File: config.mk
export PLATFORM = sky130hd
export DESIGN_NAME = pc_fetch_unit
export DESIGN_NICKNAME = d
export VERILOG_FILES = /design/src/rtl/core_pkg.sv /design/src/rtl/pc_fetch_unit.sv
export SDC_FILE = /design/constraint.sdc
export NUM_CORES = 1
export LEC_CHECK = 0
export ABC_AREA = 1
export CAP_MARGIN = 20
export CORE_UTILIZATION = 48
export CTS_CLUSTER_DIAMETER = 120
export DETAILED_ROUTE_END_ITERATION = 8
export PLACE_DENSITY = 0.95
export SYNTH_ARGS = -nofsm -noshare
export SYNTH_HDL_FRONTEND = slang
export SYNTH_SLANG_ARGS = --single-unit
File: constraint.sdc
create_clock -name clk -period 12.7 [get_ports clk]
set_clock_uncertainty 0.05 [all_clocks]
set_input_delay 2.54 -clock clk [delete_from_list [all_inputs] [get_ports clk]]
set_output_delay 2.54 -clock clk [all_outputs]
set_load 0.05 [all_outputs]
File: src/rtl/core_pkg.sv
// Shared definitions for the RV32I core: fetch FSM encoding and
// instruction-stream constants.
package core_pkg;

  typedef enum logic [2:0] {
    IDLE   = 3'd0,
    REQ    = 3'd1,
    WAIT   = 3'd2,
    EXEC   = 3'd3,
    HALTED = 3'd4,
    TRAP   = 3'd5
  } fetch_state_t;

  localparam logic [31:0] NOP_INSTR   = 32'h0000_0013;
  localparam logic [31:0] INSTR_BYTES = 32'd4;

  // JALR semantics: the architectural target always has bit 0 cleared.
  function automatic logic [31:0] clearBit0(input logic [31:0] addr);
    return {addr[31:1], 1'b0};
  endfunction

endpackage

File: src/rtl/pc_fetch_unit.sv
// PC register and single-outstanding instruction-fetch sequencer; presents each
// fetched word to execute for one cycle and counts retired instructions.
module pc_fetch_unit
  import core_pkg::*;
#(
  parameter logic [31:0] RESET_PC = 32'h0000_0000
) (
  input  logic        clk,
  input  logic        rst,
  input  logic        NextPCSrc,
  input  logic [31:0] ALURes,
  input  logic        Halt,
  output logic        ImemReq,
  output logic [31:0] ImemAddr,
  input  logic        ImemValid,
  input  logic [31:0] ImemData,
  output logic        InstValid,
  output logic [31:0] Inst,
  output logic [31:0] PC,
  output logic [31:0] PCInc,
  output logic        MisalignTrap,
  output logic [31:0] TrapPC,
  output logic        Halted,
  output logic [31:0] RetireCount
);

  fetch_state_t r_state;
  logic [31:0]  r_pc;
  logic [31:0]  r_inst;
  logic         r_imemReq;
  logic         r_instValid;
  logic         r_misalign;
  logic [31:0]  r_trapPC;
  logic         r_halted;
  logic [31:0]  r_retire;

  fetch_state_t w_nextState;
  logic [31:0]  w_nextPC;
  logic [31:0]  w_nextInst;
  logic         w_nextMisalign;
  logic [31:0]  w_nextTrapPC;
  logic [31:0]  w_nextRetire;
  logic [31:0]  w_pcInc;
  logic [31:0]  w_target;

  assign w_pcInc  = r_pc + INSTR_BYTES;
  assign w_target = NextPCSrc ? clearBit0(ALURes) : w_pcInc;

  // Next-state logic; registered outputs are derived from the next state so
  // that ImemReq/InstValid/Halted line up exactly with REQ/EXEC/HALTED.
  always_comb begin
    w_nextState    = r_state;
    w_nextPC       = r_pc;
    w_nextInst     = r_inst;
    w_nextMisalign = r_misalign;
    w_nextTrapPC   = r_trapPC;
    w_nextRetire   = r_retire;
    case (r_state)
      IDLE: w_nextState = REQ;
      REQ:  w_nextState = WAIT;
      WAIT: begin
        if (ImemValid) begin
          w_nextInst  = ImemData;
          w_nextState = EXEC;
        end
      end
      EXEC: begin
        if (NextPCSrc && w_target[1]) begin
          w_nextMisalign = 1'b1;
          w_nextTrapPC   = w_target;
          w_nextState    = TRAP;
        end else begin
          w_nextPC     = w_target;
          w_nextRetire = r_retire + 32'd1;
          w_nextState  = Halt ? HALTED : REQ;
        end
      end
      HALTED: w_nextState = HALTED;
      TRAP:   w_nextState = TRAP;
      default: w_nextState = IDLE;
    endcase
  end

  always_ff @(posedge clk or posedge rst) begin
    if (rst) begin
      r_state     <= IDLE;
      r_pc        <= RESET_PC;
      r_inst      <= NOP_INSTR;
      r_imemReq   <= 1'b0;
      r_instValid <= 1'b0;
      r_misalign  <= 1'b0;
      r_trapPC    <= 32'h0000_0000;
      r_halted    <= 1'b0;
      r_retire    <= 32'h0000_0000;
    end else begin
      r_state     <= w_nextState;
      r_pc        <= w_nextPC;
      r_inst      <= w_nextInst;
      r_imemReq   <= (w_nextState == REQ);
      r_instValid <= (w_nextState == EXEC);
      r_misalign  <= w_nextMisalign;
      r_trapPC    <= w_nextTrapPC;
      r_halted    <= (w_nextState == HALTED);
      r_retire    <= w_nextRetire;
    end
  end

  assign ImemReq      = r_imemReq;
  assign ImemAddr     = r_pc;
  assign InstValid    = r_instValid;
  assign Inst         = r_inst;
  assign PC           = r_pc;
  assign PCInc        = w_pcInc;
  assign MisalignTrap = r_misalign;
  assign TrapPC       = r_trapPC;
  assign Halted       = r_halted;
  assign RetireCount  = r_retire;

endmodule

==> impl_metrics.py <==
metrics = {
    "status": {
        "status": "completed",
    },
    "die": {
        "initial_core_util_pct": 49.03,
        "die_h_um": 123.6,
        "rows": 44,
        "die_area_um2": 15280,
        "dieWidth_um": 123.6,
        "ioPinCount": 265,
        "coreArea_um2": 14480,
    },
    "synthesis": {
        "synthSimpleGateAreaFrac_pct": 34.95,
        "synthAdderAreaFrac_pct": 0.3525,
        "yosysSeqAreaShare_pct": 47.64,
        "synth_top_family_by_area": "simple AND/OR/NAND/NOR gates",
        "synthMuxAreaShare_pct": 0.5640,
        "synthXorXnorAreaFrac_pct": 3.701,
        "ys_ff_latch": 135,
        "syn_inst": 928,
        "yosys.area.top_type": "dfrtp_1",
        "ys_top_cells_by_area": "dfrtp_1 (47%), nand2_1 (20%), nand3_1 (5.1%)",
        "syn_area_per_cell_um2": 7.650,
        "syn_area_um2": 7099,
        "yosysUniqueCellTypes": 38,
        "synth_compound_area_share_pct": 4.071,
        "netlist.area_leader.share_pct": 46.53,
        "syn-num-nets": 999,
        "synth_warnings": 0,
    },
    "sta": {
        "worst-slew-pin-transition_ps": 996.4,
        "setup_tns_ps": 0,
        "setup_viol": 0,
        "rsz0062_at_grt": "false",
        "maxSlewViolCount": 0,
        "max_freq_mhz": 179.6,
        "period_needed_ps": 5567,
        "relSlewSlack_pct": 33.50,
        "hold_violations": 0,
        "fin_crit_sh_pct": 43.84,
    },
    "worst_setup_path": {
        "worst-path-buf-inv": 1,
        "crit_path_end": "PCInc[28]",
        "crit_arrival_ps": 2980,
        "r2r_start": "r_state[1]$_DFF_PP0_",
        "r2r_end": "RetireCount[29]$_DFFE_PP0P_",
        "worstPathCellList": "ha_1, nand2_1, nor2_1, nand2_1, nor2_1, nand3_1, nand2_1, clkdlybuf4s50_1",
        "cp.required_ps": 10110,
        "crit_path_frequent_cell": "nand2_1",
        "crit_type": "reg2out",
        "cp-end-kind": "output pin",
        "cp_max_fo": 6,
        "crit_family": "simple AND/OR/NAND/NOR gates",
        "cp_num_cells": 8,
        "max_stage_delay_ps": 810,
        "r2r_slack_ps": 10040,
        "reg2regPathDepth": 9,
        "startpoint": "ImemAddr[2]$_DFFE_PP0P_",
        "startpoint_type": "flip-flop",
        "critPathSlowestCell": "clkdlybuf4s50_1",
    },
    "final_layout": {
        "regArea_um2": 3382,
        "area_delta_synth_final_pct": 43.88,
        "multiInputGateArea_um2": 3098,
        "finalNetCount": 1224,
        "final_util_pct": 70.55,
        "layout.cells.non_filler": 1350,
        "drive_gt1_share_pct": 6.261,
        "fillerInstances": 1086,
        "design_area_um2": 10210,
        "diodes": 0,
    },
    "global_routing": {
        "grt_pass1_vias": 6837,
        "grt_max_degree": 94,
        "antenna_found_initial": 0,
        "groute.usage.overall_pct": 28.77,
        "grt_pass1_wl_mm": 33.46,
        "grt.overflow.total": 0,
    },
    "clock_network": {
        "cts_buffers": 17,
        "hold_buffers": 0,
        "cts_setup_buffers": 0,
        "cts_max_path_buffers": 2,
        "ctsResizeCount": 0,
        "cts_root_buffer": "clkbuf_16",
        "clk_pin_slew_ps": 60,
        "cts_tree": "yes",
        "insertion_delay_ps": 410,
        "h-tree-depth": 4,
        "cts.sinks": 135,
    },
    "place": {
        "hpwl_mm": 15.26,
        "place_congestion": 0.9852,
        "io_buffer_count": 263,
        "dpl_cell_area_um2": 9610,
        "dp_cells": 1318,
    },
    "drt": {
        "viasPerCell": 5.316,
        "vias": 7176,
        "drc": 0,
        "wl_mm": 21.47,
        "drt_first_iter_violations": 662,
        "ant_nets": 0,
        "wl_per_cell_um": 15.90,
        "dr.pass1.iters": 5,
    },
    "power_and_ir_drop": {
        "power_density_nw_per_um2": 98.65,
        "ir_drop_mv": 0.08865,
        "p_leak_nw": 4.741,
    },
    "hold_path": {
        "min_path_type": "reg2reg",
    },
    "flow_run": {
        "cap_violations": 0,
    },
}
cell families (layout without fill, tap and decap cells):
family          Yosys count  count (layout)
mux                       4               4
buf+inv                 123             361
simple gates            586             586
compound gates           48              48
xor+xnor                 30              30
fa+ha+maj                 2               2
flops                   135             135
registers in the layout, summed over array words and instances, names as in the netlist:
name,flops
ImemReq,1
ImemAddr,32
MisalignTrap,1
r_state,3
TrapPC,32
InstValid,1
Halted,1
Inst,32
RetireCount,32
worst register-to-register path: cells and delay by family, from the launching register on:
| kind | cells | cell delay, ps |
|---|---|---|
| buffers and inverters | 1 | 740 |
| and+or+nand+nor | 8 | 1350 |
| DFF | 1 | 430 |
worst min-delay path by stage:
stage,from,to,slack (ps),cells after the start
after floorplan,Inst[0]$_DFFE_PP1P_,Inst[0]$_DFFE_PP1P_,530,2
after global placement,TrapPC[1]$_DFFE_PP0P_,TrapPC[1]$_DFFE_PP0P_,400,1
after detailed placement,TrapPC[1]$_DFFE_PP0P_,TrapPC[1]$_DFFE_PP0P_,400,1
after CTS,TrapPC[1]$_DFFE_PP0P_,TrapPC[1]$_DFFE_PP0P_,420,1
after global routing,Inst[4]$_DFFE_PP1P_,Inst[4]$_DFFE_PP1P_,450,2
final,TrapPC[1]$_DFFE_PP0P_,TrapPC[1]$_DFFE_PP0P_,420,1
Yosys cell counts:
library cell / count
o31a_1: 1
inv_2: 2
xnor2_1: 12
buf_2: 15
nor2_2: 6
or2_2: 16
nor2_1: 83
o211ai_1: 8
buf_4: 37
nand2_1: 374
nor2_4: 1
nor2_8: 1
o21ai_0: 22
clkbuf_1: 8
o221ai_1: 1
dfrtp_1: 132
o2111ai_1: 1
nor3_4: 1
nand3_1: 72
nor3_2: 3
buf_1: 1
nor3_1: 8
ha_1: 2
o21bai_1: 2
and2_1: 2
nand4_1: 13
nand2_4: 1
xor2_1: 18
o21ai_1: 4
inv_1: 60
nor4_1: 1
a31oi_1: 8
dfstp_2: 3
o21a_1: 1
nand2_2: 1
nand3_4: 1
mux2i_1: 4
nand3b_1: 2
metrics by stage:
stage | hold WS, ps | total power [mW] | worst slack [ps]
after floorplan | 531.6 | 0.4761 | 6504
after global placement | 403.4 | 0.5110 | 6962
after detailed placement | 402.5 | 0.5123 | 6904
after CTS | 416.6 | 1.014 | 7160
after global routing | 451.2 | 1.040 | 6905
final | 415.0 | 1.008 | 7133
where the power goes:
| part | internal (mW) | switching [mW] |
|---|---|---|
| Clock | 0.309 | 0.195 |
| Combinational | 0.0301 | 0.0378 |
| Sequential | 0.434 | 0.00220 |
| Total | 0.773 | 0.235 |
placed cells by master (no fill, tap or decap), types with 4 or more instances in the layout:
cell,netlist,layout
a31oi_1,8,8
buf_4,37,4
clkbuf_16,0,17
clkdlybuf4s50_1,0,263
clkinv_4,0,4
clkinvlp_4,0,4
dfrtp_1,132,132
inv_1,60,59
mux2i_1,4,4
nand2_1,374,374
nand3_1,72,72
nand4_1,13,13
nor2_1,83,83
nor2_2,6,6
nor3_1,8,8
o211ai_1,8,8
o21ai_0,22,22
o21ai_1,4,4
or2_2,16,16
xnor2_1,12,12
xor2_1,18,18
routing by layer:
layer	share of wire, %	wire length, um	GRT usage (%)	vias to the layer above
li1	-	-	-	3365
met1	39	8346	34.29	3345
met2	48	10410	47.95	398
met3	8.9	1915	7.830	68
met4	3.7	797	13.93	0
met5	0	0	0	-
final cells by class:
type	count	area share, %
Tap cell	184	2.254
Inverter	62	2.327
Timing Repair Buffer	267	26.07
Clock buffer	17	4.165
Sequential cell	135	33.11
Multi-Input combinational cell	670	30.33
Clock inverter	15	1.752
(Power assumes the default switching activity.)
